$ cat src/rtl/alu_issue_seq.sv
// In-order issue/writeback sequencer wrapped around a registered 16-bit ALU, with an 8-entry register file.
// Optional build macro ALU_ISSUE_OVF_TRAP_EN: overflowing add/sub results are not written back.
module alu_issue_seq #(
  parameter int WIDTH       = 16,
  parameter int ALU_LATENCY = 1
) (
  input  logic             clock,
  input  logic             reset_n,
  input  logic             instr_valid,
  input  logic [15:0]      instr,
  output logic             instr_ready,
  output logic [WIDTH-1:0] alu_a,
  output logic [WIDTH-1:0] alu_b,
  output logic [2:0]       alu_control,
  input  logic [WIDTH-1:0] alu_result,
  input  logic             alu_overflow,
  input  logic             alu_slt,
  output logic             done,
  output logic [2:0]       done_rd,
  output logic             done_zero,
  output logic             done_ovf,
  output logic             illegal,
  input  logic [2:0]       dbg_addr,
  output logic [WIDTH-1:0] dbg_data
);

  localparam logic [2:0] OP_ADD = 3'd0;
  localparam logic [2:0] OP_SUB = 3'd1;
  localparam logic [2:0] OP_SLT = 3'd4;

  typedef enum logic [1:0] {
    IDLE  = 2'd0,
    ISSUE = 2'd1,
    WAIT  = 2'd2,
    WB    = 2'd3
  } state_t;

  state_t           state_r, state_s;
  logic [WIDTH-1:0] regs_r [8];
  logic [2:0]       op_r, rd_r, cnt_r;
  logic [WIDTH-1:0] a_r, b_r;
  logic             ready_r, done_r, done_zero_r, done_ovf_r, illegal_r;
  logic [2:0]       done_rd_r;
  logic             accept_s, legal_s, ovf_s, wr_en_s;
  logic [WIDTH-1:0] wb_val_s;
  logic             unused_s;

  // slt retires the ALU's less-than bit, everything else retires the ALU result
  function automatic logic [WIDTH-1:0] wb_value(input logic [2:0] op,
                                                input logic [WIDTH-1:0] res,
                                                input logic slt);
    logic [WIDTH-1:0] v;
    if (op == OP_SLT) begin
      v = {{(WIDTH-1){1'b0}}, slt};
    end else begin
      v = res;
    end
    return v;
  endfunction

  assign unused_s = ^instr[3:0];

  // Next-state logic and instruction acceptance
  always_comb begin
    state_s  = state_r;
    accept_s = 1'b0;
    legal_s  = (instr[15:13] <= OP_SLT);
    case (state_r)
      IDLE: begin
        if (instr_valid) begin
          accept_s = 1'b1;
          if (legal_s) begin
            state_s = ISSUE;
          end else begin
            state_s = IDLE;
          end
        end else begin
          state_s = IDLE;
        end
      end
      ISSUE: begin
        if (ALU_LATENCY == 1) begin
          state_s = WB;
        end else begin
          state_s = WAIT;
        end
      end
      WAIT: begin
        if (cnt_r == 3'd1) begin
          state_s = WB;
        end else begin
          state_s = WAIT;
        end
      end
      WB:      state_s = IDLE;
      default: state_s = IDLE;
    endcase
  end

  // Writeback value, overflow qualification and write enable
  always_comb begin
    wb_val_s = wb_value(op_r, alu_result, alu_slt);
    if (op_r == OP_ADD || op_r == OP_SUB) begin
      ovf_s = alu_overflow;
    end else begin
      ovf_s = 1'b0;
    end
`ifdef ALU_ISSUE_OVF_TRAP_EN
    wr_en_s = (state_r == WB) && (rd_r != 3'd0) && !ovf_s;
`else
    wr_en_s = (state_r == WB) && (rd_r != 3'd0);
`endif
  end

  // State, operand, status and register-file registers
  always_ff @(posedge clock) begin
    if (!reset_n) begin
      state_r     <= IDLE;
      op_r        <= 3'd0;
      rd_r        <= 3'd0;
      cnt_r       <= 3'd0;
      a_r         <= {WIDTH{1'b0}};
      b_r         <= {WIDTH{1'b0}};
      ready_r     <= 1'b1;
      done_r      <= 1'b0;
      done_rd_r   <= 3'd0;
      done_zero_r <= 1'b0;
      done_ovf_r  <= 1'b0;
      illegal_r   <= 1'b0;
      for (int i = 0; i < 8; i++) begin
        regs_r[i] <= {WIDTH{1'b0}};
      end
    end else begin
      state_r   <= state_s;
      ready_r   <= (state_s == IDLE);
      illegal_r <= accept_s && !legal_s;
      done_r    <= (state_r == WB);
      // operands are captured at acceptance so the ALU sees them throughout ISSUE
      if (accept_s && legal_s) begin
        op_r <= instr[15:13];
        rd_r <= instr[12:10];
        a_r  <= regs_r[instr[9:7]];
        b_r  <= regs_r[instr[6:4]];
      end
      if (state_r == ISSUE) begin
        cnt_r <= 3'(ALU_LATENCY - 1);
      end else if (state_r == WAIT) begin
        cnt_r <= cnt_r - 3'd1;
      end
      if (state_r == WB) begin
        done_rd_r   <= rd_r;
        done_zero_r <= (wb_val_s == {WIDTH{1'b0}});
        done_ovf_r  <= ovf_s;
      end
      if (wr_en_s) begin
        regs_r[rd_r] <= wb_val_s;
      end
    end
  end

  assign instr_ready = ready_r;
  assign alu_a       = a_r;
  assign alu_b       = b_r;
  assign alu_control = op_r;
  assign done        = done_r;
  assign done_rd     = done_rd_r;
  assign done_zero   = done_zero_r;
  assign done_ovf    = done_ovf_r;
  assign illegal     = illegal_r;
  assign dbg_data    = regs_r[dbg_addr];

endmodule
$ cat config.mk
export PLATFORM = sky130hd
export DESIGN_NAME = alu_issue_seq
export DESIGN_NICKNAME = d
export VERILOG_FILES = /design/src/rtl/alu_issue_seq.sv
export SDC_FILE = /design/constraint.sdc
export NUM_CORES = 1
export LEC_CHECK = 0
export CAP_MARGIN = 5
export CORE_ASPECT_RATIO = 0.7
export CORE_UTILIZATION = 45
export CTS_CLUSTER_SIZE = 30
export DETAILED_ROUTE_END_ITERATION = 10
export PLACE_DENSITY_LB_ADDON = 0.12
export SLEW_MARGIN = 10
export SYNTH_ARGS = -nofsm -noshare
export SYNTH_HDL_FRONTEND = slang
export SYNTH_SLANG_ARGS = --single-unit
$ cat constraint.sdc
create_clock -name clock -period 4.65 [get_ports clock]
set_clock_uncertainty 0.15 [all_clocks]
set_input_delay 0.465 -clock clock [delete_from_list [all_inputs] [get_ports clock]]
set_output_delay 0.465 -clock clock [all_outputs]
set_load 0.02 [all_outputs]
; ---- Word level (Yosys, flattened, before mapping)
; Memory sizes are Yosys's and may differ from the RTL's. A register that Yosys moved wholly into a read port is not among the register bits.
; Cells that the tools add are included.
[classes]
add_sub_neg = 1
magnitude_cmp = 1
n_eq_ne = 6
mux = 15
bitwise = 1
reduce_logical = 14
[op_table]
columns = cell, count
row1 = $mux 16, 2
row2 = $logic_not 16->1, 1
row3 = $reduce_or 16->1, 1
row4 = $mux 1, 10
row5 = $pmux 2 s4, 1
row6 = $eq 3x1->1 const B, 2
row7 = $eq 2x2->1 const B, 2
row8 = $logic_not 2->1, 2
row9 = $eq 3x3->1 const B, 1
row10 = $le 3x3->1 const B, 1
row11 = $logic_and 1x1->1, 3
row12 = $logic_not 1->1, 3
row13 = $logic_not 3->1, 1
row14 = $mux 3, 1
row15 = $reduce_bool 3->1, 1
row16 = $sub 3x1->3 const B, 1
row17 = $eq 2x1->1 const B, 1
row18 = $mux 2, 1
row19 = $reduce_or 2->1, 1
row20 = $logic_or 1x1->1, 1
row21 = $not 1->1, 1
[word_totals]
ff_bits = 19
mem_bits_rw = 128
out_inout_bits = 59
elab_cells = 49
memories = 1
[mem_list]
columns = memory, words, word_bits, read_ports, rd_clocked_by_memory_dff, write_ports, line
row1 = regs_r, 8, 16, 3, 2, 8, 39  ; logic [WIDTH-1:0] regs_r [8];

; ---- Logic depth before layout (Yosys ltp)
; Gate-level depths: netlist (run 1).
[logic_depth]
word_depth = 7
ltp_mapped = 7
depth_no_buf = 5

; ---- Worst setup path after synthesis (run 1)
; OpenSTA, ideal clock, no wires.
[synth_timing]
path_type = reg-to-reg
start = reg state_r[0]
end = mem regs_r[4][0] (enable)
arrival_ns = 1.698
t_required_ns = 4.128
path_slack_ns = 2.430
path_stages_with_launch = 8
path_buffers = 3
cell_sequence = dfxtp_1 > ha_1 > buf_2 > and3_1 > clkbuf_1 > nand2_1 > buf_2 > nand2_1
[synth_lines]
columns = element, line
row1 = "start, declared", 38  ; state_t state_r, state_s;
row2 = "start signal, assigned", 134  ; state_r <= state_s;
row3 = "end, declared", 39

; ---- Worst setup path in the final report (run 1)
[layout_timing]
start = in dbg_addr[0]
end = out dbg_data[5]
[layout_between]
elab_chain_cells = 1
[layout_lines]
columns = element, line
row1 = "start, declared", 23  ; input logic [2:0] dbg_addr,
row2 = $mem_v2 8x16, n/a
row3 = "end, declared", 24  ; output logic [WIDTH-1:0] dbg_data
; No other way between the ends.

==> impl_metrics.env, run 1 <==
export IMPL_status="finished clean"
export IMPL_clock_path_buffers=2
export IMPL_worst_ep_arrival_time_ps=2830
export IMPL_worstRegToRegCells=5
export IMPL_antenna_found_initial=0
export IMPL_irDropWorstVdd_mv=0.202
export IMPL_port_buffer_count=94
export IMPL_nets=800
export IMPL_drt_total_wl_microns=26300
export IMPL_antenna_left=0
export IMPL_cts_repair_resized=0
export IMPL_area_growth_syn_to_layout_pct=18.2
export IMPL_period_needed_ps=3440
export IMPL_synth_seq_cells=179
export IMPL_hp_class="flop to flop"
export IMPL_synth_largest_area_cell="edfxtp_1"
export IMPL_synth_most_common_cell="edfxtp_1"
export IMPL_wl_per_cell_microns=25.4
export IMPL_drive_above_1_share_pct=19.4
export IMPL_dr_first_iter_drc_count=699
export IMPL_synth_top_area_share_pct=40.9
export IMPL_cts_hold_buf=0
export IMPL_ys_top_cells_by_area="edfxtp_1 (41%), mux4_2 (16%), dfxtp_1 (11%)"
export IMPL_grt_pass1_vias=6165
export IMPL_path_max_fanout=32
export IMPL_cts_buffers=17
export IMPL_synthAdderAreaFrac_pct=0.798
export IMPL_die_height_microns=123
export IMPL_final_hold_viol_count=0
export IMPL_routed_via_density=6.09
export IMPL_yosys_cell_types_count=41
export IMPL_p_leak_nw=4.01
export IMPL_dp_final_hpwl_microns=17400
export IMPL_synthesis_area_sq_mm=0.00940
export IMPL_finalPower_mw=3.85
export IMPL_ctsRootBufferMaster="clkbuf_16"
export IMPL_maxSlewHeadroom_pct=21.8
export IMPL_grt_max_degree=37
export IMPL_grt_pass1_wl_microns=39100
export IMPL_setup_tns_ps=0
export IMPL_endpoint_kind="output port"
export IMPL_rsz0062_at_grt="false"
export IMPL_synth_async_reset_ratio_pct=0
export IMPL_hold_path_cell_count=2
export IMPL_synth_top_family_by_area="multiplexers"
export IMPL_die_w_microns=175
export IMPL_place_area_sq_mm=0.0105
export IMPL_timing_final_crit_share_pct=74.0
export IMPL_synth_main_ff_cell="edfxtp_1"
export IMPL_pre_cts_slack_ps=1240
export IMPL_clkSinkCount=179
export IMPL_overflow=0
export IMPL_dieArea_sq_mm=0.0215
export IMPL_layout_setup_ws_ps=1210
export IMPL_coreArea_sq_mm=0.0201
export IMPL_fill_cells=1662
export IMPL_place_gp_congestion=0.825
export IMPL_drc_errors=0
export IMPL_synthSimpleGateAreaFrac_pct=7.80
export IMPL_grtUsageTotal_pct=25.5
export IMPL_yosysWarnings=0
export IMPL_worstMarginPinSlew_ps=1170
export IMPL_design_area_sq_mm=0.0111
export IMPL_clk_pin_slew_worst_paths_ps=70
export IMPL_synth_mux_area_share_pct=30.2
export IMPL_crit_type="input pin to output port"
export IMPL_synth_edf_count=128
export IMPL_p_per_area_mw_per_mm2=347
export IMPL_synth_compound_area_share_pct=5.43
export IMPL_cts_max_level=4
export IMPL_synthCells=660
export IMPL_rows=43
export IMPL_critPathLaunchType="input pin"
export IMPL_start_util_pct=46.7
export IMPL_multi_input_area_sq_mm=0.00424
export IMPL_clkLatencyLatePin_ps=430
export IMPL_dr_pass1_iters=5
export IMPL_drv_slew=0
export IMPL_avgSynthCellArea_sq_um=14.2
export IMPL_ios=99
export IMPL_cts_setup_buffers=0
export IMPL_diodes=0
export IMPL_setup_violations=0
export IMPL_clock_fmax_mhz=291
export IMPL_cap_violations=0
export IMPL_synth_xor_area_share_pct=0.186
export IMPL_vias=6313
export IMPL_seqCellArea_sq_mm=0.00486
export IMPL_cts_tree="yes"
export IMPL_synth_seq_area_share_pct=51.7
export IMPL_synth_top_cells_by_count="edfxtp_1 (128), nor2_1 (121), mux4_2 (68)"
export IMPL_required_ps=4030
through the flow:
step | std cells | hold WS (ps) | util (%)
after CTS | 1037 | 331 | 55.2
after detailed placement | 1005 | 324 | 52.4
after global placement | 1005 | 321 | 52.4
after floorplan | 675 | 306 | -
final | 1037 | 336 | 55.2
after global routing | 1037 | 369 | 55.2
final timing paths:
kind / from / endpoint / slack [ps]
max: dbg_addr[0] / dbg_data[5] / 1210
min: cnt_r[1]$_SDFFE_PP0P_ / cnt_r[1]$_SDFFE_PP0P_ / 340
max reg2reg: state_r[0]$_SDFF_PN0_ / regs_r[7][4]$_SDFFCE_PN0P_ / 1810
min reg2reg: cnt_r[1]$_SDFFE_PP0P_ / cnt_r[1]$_SDFFE_PP0P_ / 340
where the power goes:
part / switching (mW) / internal, mW / total [mW]
combinational: 0.341 / 0.295 / 0.636
sequential: 0.0575 / 1.79 / 1.85
clock: 0.664 / 0.709 / 1.37
cells in the final DEF (no fill, tap or decap), types with 22 or more instances in the layout:
cell	synthesis	layout
mux4_1	28	28
mux2i_1	37	37
a21oi_1	40	40
a211oi_1	33	33
nand2_1	32	32
clkdlybuf4s50_1	0	89
buf_4	5	22
nor2_1	121	120
edfxtp_1	128	128
mux4_2	68	68
dfxtp_1	51	51
routing by layer:
metal  vias up  routed length [microns]  GRT usage, %
met5         -                        0             0
met4         0                      510          8.32
met3        33                     3420          7.66
met2       357                    11500          38.3
met1      3151                    10800          35.8
li1       2772                        -             -
flip-flops by register name, summed over array words and instances (netlist names):
register	count
alu_a	16
state_r	2
alu_control	3
done_ovf	1
done	1
regs_r	128
illegal	1
rd_r	3
done_rd	3
alu_b	16
done_zero	1
instr_ready	1
cnt_r	3
critical path, cell delays in order:
cell	delay [ps]
buf_2	790
mux4_1	670
mux2_2	320
clkdlybuf4s50_1	550
layout make-up:
type                            instances  share of cell area (%)
Inverter                                6                   0.203
Clock inverter                         15                    1.24
Sequential cell                       179                    43.8
Clock buffer                           17                    3.83
Timing Repair Buffer                  116                    9.73
Tap cell                              270                    3.04
Multi-Input combinational cell        434                    38.2
logic make-up after synthesis:
kind of cell	count (synthesis)
xor gates and xnor gates	2
and+or+nand+nor	177
other	1
muxes	150
buffers and inverters	62
adders and majority gates	6
DFF	179
AOI/OAI and AO/OA	83
(Power assumes the default switching activity.)
==> run 2: changes to the inputs <==
- clock period: 4.65 -> 3.08 ns (I/O delays scaled with it)
==> run 2 against run 1 <==
  * Via count rose by 2.7%
  * Count of clock-buffer cells in the layout rose by 1
  * First-iteration DRC count rose by 7.7%
  * Power rose by 51%
  * Die area did not move
  * Core utilization rose by 0.83 points
  * Critical endpoint unchanged
  * Largest cell class unchanged
==> impl_metrics.env, run 2 (synthesis gave the netlist of run 1 again) <==
export IMPL_cp_num_buf_inv=3
export IMPL_holdPathEnd="rd_r[2]$_SDFFE_PN0P_"
export IMPL_cts_hold_buf=0
export IMPL_final_cells=1054
export IMPL_layout_commonest_cell="edfxtp_1"
export IMPL_endpoint_kind="output port"
export IMPL_dieArea_sq_mm=0.0215
export IMPL_grt_pass1_vias=6217
export IMPL_final_cell_mix="edfxtp_1 (128), nor2_1 (120), clkdlybuf4s50_1 (91), mux4_2 (68), dfxtp_1 (51)"
export IMPL_die_w_microns=175
export IMPL_worstRegToRegCells=3
export IMPL_dpl_cell_count=1022
export IMPL_largest_reg_flops=128
export IMPL_period_needed_ps=2730
export IMPL_vias=6485
export IMPL_drv_slew=0
export IMPL_drive_above_1_share_pct=20.7
export IMPL_start_util_pct=46.7
export IMPL_maxSlewHeadroom_pct=50.3
export IMPL_ctsRootBufferMaster="clkbuf_16"
export IMPL_status="finished clean"
export IMPL_timing_final_crit_share_pct=88.6
export IMPL_worstMarginPinSlew_ps=739
export IMPL_hold_path_cell_count=3
export IMPL_crit_type="input pin to output port"
export IMPL_reg2reg_slack_ps=1010
export IMPL_clkSinkCount=179
export IMPL_clock_fmax_mhz=367
export IMPL_place_gp_congestion=0.860
export IMPL_routed_via_density=6.15
export IMPL_critPathLaunchType="input pin"
export IMPL_coreArea_sq_mm=0.0201
export IMPL_ios=99
export IMPL_dp_final_hpwl_microns=17700
export IMPL_clock_path_buffers=2
export IMPL_p_leak_nw=4.11
export IMPL_irDropWorstVdd_mv=0.259
export IMPL_drt_total_wl_microns=26700
export IMPL_grt_max_degree=38
export IMPL_hp_class="input pin to flop"
export IMPL_required_ps=2620
export IMPL_r2r_start="alu_control[2]$_SDFFE_PN0P_"
export IMPL_diodes=0
export IMPL_max_stage_delay_ps=550
export IMPL_die_height_microns=123
export IMPL_clkLatencyLatePin_ps=430
export IMPL_cts_repair_resized=0
export IMPL_rows=43
export IMPL_worst_r2r_endpoint="regs_r[1][2]$_SDFFCE_PN0P_"
export IMPL_port_buffer_count=94
export IMPL_cp_top_family="buffers and inverters"
export IMPL_area_growth_syn_to_layout_pct=20.0
export IMPL_nets=817
export IMPL_cts_setup_buffers=0
export IMPL_fill_cells=1651
export IMPL_p_per_area_mw_per_mm2=515
export IMPL_crit_top_cell="clkdlybuf4s50_1"
export IMPL_dr_pass1_iters=5
export IMPL_cap_violations=0
export IMPL_cts_max_level=4
export IMPL_grtUsageTotal_pct=25.9
export IMPL_critPathSlowestCell="clkdlybuf4s50_1"
export IMPL_worst_ep_arrival_time_ps=2270
export IMPL_worstPathCellList="clkdlybuf4s50_1 > buf_12 > mux4_1 > mux2_2 > clkdlybuf4s50_1"
export IMPL_regMostFlops="regs_r"
export IMPL_setup_violations=0
export IMPL_drc_errors=0
export IMPL_final_hold_viol_count=0
export IMPL_antenna_found_initial=0
export IMPL_path_max_fanout=32
export IMPL_cts_buffers=17
export IMPL_rsz0062_at_grt="false"
export IMPL_cts_tree="yes"
export IMPL_wl_per_cell_microns=25.4
export IMPL_antenna_left=0
export IMPL_clk_pin_slew_worst_paths_ps=70
export IMPL_setup_tns_ps=0
export IMPL_overflow=0
export IMPL_grt_pass1_wl_microns=39500
export IMPL_min_delay_start="instr[12]"
export IMPL_dr_first_iter_drc_count=753
## run 2: how the worst max path moves through the flow
stage                               startpoint                    endpoint  slack, ps  depth (start not counted)
floorplan                state_r[0]$_SDFF_PN0_  regs_r[4][0]$_SDFFCE_PN0P_        860                          7
global placement                   dbg_addr[1]                 dbg_data[5]        390                          5
detailed placement                 dbg_addr[1]                 dbg_data[5]        370                          5
CTS                                dbg_addr[1]                 dbg_data[5]        350                          5
global route        regs_r[1][5]$_SDFFCE_PN0P_                 dbg_data[5]        300                          3
finish                             dbg_addr[1]                 dbg_data[5]        350                          5
## run 2: power breakdown
group / switching [mW] / internal [mW]
Sequential: 0.0917 / 2.70
Clock: 0.980 / 1.04
Combinational: 0.523 / 0.468
## run 2: final cells by class
class,count,area [sq um],share of cell area [%]
Clock buffer,18,429,3.80
Clock inverter,14,106,0.943
Inverter,6,22.5,0.200
Multi-Input combinational cell,434,4240,37.6
Sequential cell,179,4860,43.1
Tap cell,270,338,2.99
Timing Repair Buffer,133,1280,11.4
## run 2: tightest hold or removal path: cells and delay by family
kind / cells / cell delay (ps)
buffers and inverters: 1 / 400
AND/OR/NAND/NOR: 1 / 70
AO/OA/AOI/OAI: 1 / 60
## run 2: stage by stage
stage	area, sq um	total power [mW]	util (%)	setup WS, ps	hold WS, ps
after floorplan	9460	3.42	-	860	298
after global placement	10700	3.81	53.4	393	314
after detailed placement	10700	3.83	53.4	372	333
after CTS	11300	5.83	56.1	352	282
after global routing	11300	5.98	56.1	298	304
final	11300	5.81	56.1	352	303
## run 2: routing by layer
metal / part of all wire [%] / global-route usage, % / vias to the layer above / wire (microns)
li1: - / - / 2806 / -
met1: 44 / 36.5 / 3283 / 11700
met2: 43 / 38.3 / 354 / 11600
met3: 10 / 7.44 / 42 / 2790
met4: 2.2 / 9.35 / 0 / 601
met5: 0 / 0 / - / 0
==> run 3: changes to the inputs <==
- CORE_UTILIZATION: 45 -> 52
- SKIP_LAST_GASP: unset -> 1
==> run 3 against run 2 <==
  * Cell count is 4.3% lower
  * Power is 2.6% higher
  * Core utilization increased by 8.3 points
  * Critical endpoint unchanged
==> impl_metrics.env, run 3 (synthesis gave the netlist of run 1 again) <==
export IMPL_setup_tns_ps=0
export IMPL_clock_path_buffers=2
export IMPL_rsz0062_at_grt="false"
export IMPL_p_int_mw=4.43
export IMPL_dpl_cell_count=977
export IMPL_pwr_share_seq_pct=46.8
export IMPL_setup_violations=0
export IMPL_overflow=0
export IMPL_cap_violations=0
export IMPL_required_ps=2620
export IMPL_die_height_microns=115
export IMPL_start_util_pct=54.0
export IMPL_switchingPower_mw=1.53
export IMPL_antenna_left=0
export IMPL_fin_util_pct=64.4
export IMPL_worstMarginPinSlew_ps=770
export IMPL_nets=811
export IMPL_place_gp_congestion=0.884
export IMPL_cp_num_buf_inv=1
export IMPL_routed_top_layer="met4"
export IMPL_cp_top_family="multiplexers"
export IMPL_largest_reg_flops=128
export IMPL_area_growth_syn_to_layout_pct=19.2
export IMPL_regMostFlops="regs_r"
export IMPL_finalPower_mw=5.96
export IMPL_grt_max_degree=38
export IMPL_grt_pass1_vias=6135
export IMPL_dieArea_sq_mm=0.0186
export IMPL_ios=99
export IMPL_final_cell_mix="edfxtp_1 (128), nor2_1 (120), clkdlybuf4s50_1 (91), mux4_2 (68), dfxtp_1 (51)"
export IMPL_hold_slack_ps=305
export IMPL_wl_per_cell_microns=25.5
export IMPL_met3_length_microns=2790
export IMPL_final_hold_viol_count=0
export IMPL_p_leak_nw=4.07
export IMPL_cts_setup_buffers=0
export IMPL_crit_type="flop to output port"
export IMPL_worstPathCellList="mux4_1 > mux2_2 > clkdlybuf4s50_1"
export IMPL_grt_pass1_wl_microns=38100
export IMPL_p_per_area_mw_per_mm2=532
export IMPL_p_comb_share_pct=16.3
export IMPL_cts_repair_resized=0
export IMPL_dr_pass1_iters=5
export IMPL_status="finished clean"
export IMPL_clkLatencyLatePin_ps=430
export IMPL_dp_final_hpwl_microns=16900
export IMPL_period_needed_ps=2720
export IMPL_dr_first_iter_drc_count=799
export IMPL_path_max_fanout=3
export IMPL_diodes=0
export IMPL_drc_errors=0
export IMPL_sw_frac_of_total_pct=25.6
export IMPL_port_buffer_count=94
export IMPL_timing_final_crit_share_pct=88.2
export IMPL_wl_met1_microns=11000
export IMPL_hp_class="input pin to flop"
export IMPL_max_stage_delay_ps=540
export IMPL_routed_wl_met2_microns=11400
export IMPL_cts_hold_buf=0
export IMPL_clkSinkCount=179
export IMPL_clockPowerShare_pct=36.9
export IMPL_clk_pin_slew_worst_paths_ps=60
export IMPL_routed_via_density=6.33
export IMPL_coreArea_sq_mm=0.0174
export IMPL_antenna_found_initial=0
export IMPL_die_w_microns=163
export IMPL_cts_tree="yes"
export IMPL_cts_max_level=4
export IMPL_rows=40
export IMPL_critPathLaunchType="flop"
export IMPL_cts_buffers=17
export IMPL_irDropWorstVdd_mv=0.398
export IMPL_layout_commonest_cell="edfxtp_1"
export IMPL_drive_above_1_share_pct=19.9
export IMPL_grtUsageTotal_pct=28.9
export IMPL_vias=6385
export IMPL_ctsRootBufferMaster="clkbuf_16"
export IMPL_final_cells=1009
export IMPL_critPathSlowestCell="clkdlybuf4s50_1"
export IMPL_drv_slew=0
export IMPL_maxSlewHeadroom_pct=48.2
export IMPL_endpoint_kind="output port"
export IMPL_clock_fmax_mhz=368
export IMPL_worst_ep_arrival_time_ps=2260
export IMPL_drt_total_wl_microns=25700
## run 3: worst paths after layout
| check | startpoint | endpoint | slack (ps) | cells after the start |
|---|---|---|---|---|
| worst max-delay path | regs_r[0][5]$_SDFFCE_PN0P_ | dbg_data[5] | 360 | 3 |
| worst min register to register | cnt_r[1]$_SDFFE_PP0P_ | cnt_r[1]$_SDFFE_PP0P_ | 340 | 2 |
| worst max register to register | state_r[1]$_SDFF_PN0_ | regs_r[4][13]$_SDFFCE_PN0P_ | 970 | 5 |
| worst min-delay path | instr[12] | rd_r[2]$_SDFFE_PN0P_ | 300 | 3 |
## run 3: cell type report
type                       instances  area [sq um]
clock buffer                      19           433
clock inverter                    13           161
fill                            1254          6210
inverter                           6          22.5
multi-input combinational        434          4240
sequential                       179          4860
tap                              231           289
timing repair buffer             127          1200
## run 3: worst register-to-register path: stages, from the launching register on
cell	delay, ps
dfxtp_1	370
ha_1	430
and3_1	310
nand2_1	100
nand2_1	70
buf_4	340
## run 3: metrics by stage
| stage | cell area (sq um) | setup WS (ps) |
|---|---|---|
| after floorplan | 9460 | 860 |
| after global placement | 10600 | 398 |
| after detailed placement | 10600 | 387 |
| after CTS | 11200 | 357 |
| after global routing | 11200 | 307 |
| final | 11200 | 363 |
## run 3: layer usage
metal | vias to the layer above | GRT usage (%)
met4 | 0 | 10.2
met3 | 41 | 7.46
met5 | - | 0
li1 | 2786 | -
met1 | 3173 | 42.0
met2 | 385 | 42.4
## run 3: power groups by stage
stage / clock network, mW / registers (mW) / logic, mW
5_1_grt: 2.30 / 2.81 / 1.03
3_3_place_gp: 0 / 2.83 / 0.952
4_1_cts: 2.21 / 2.79 / 0.967
2_1_floorplan: 0 / 2.86 / 0.560
3_5_place_dp: 0 / 2.84 / 0.965
6_report: 2.20 / 2.79 / 0.971
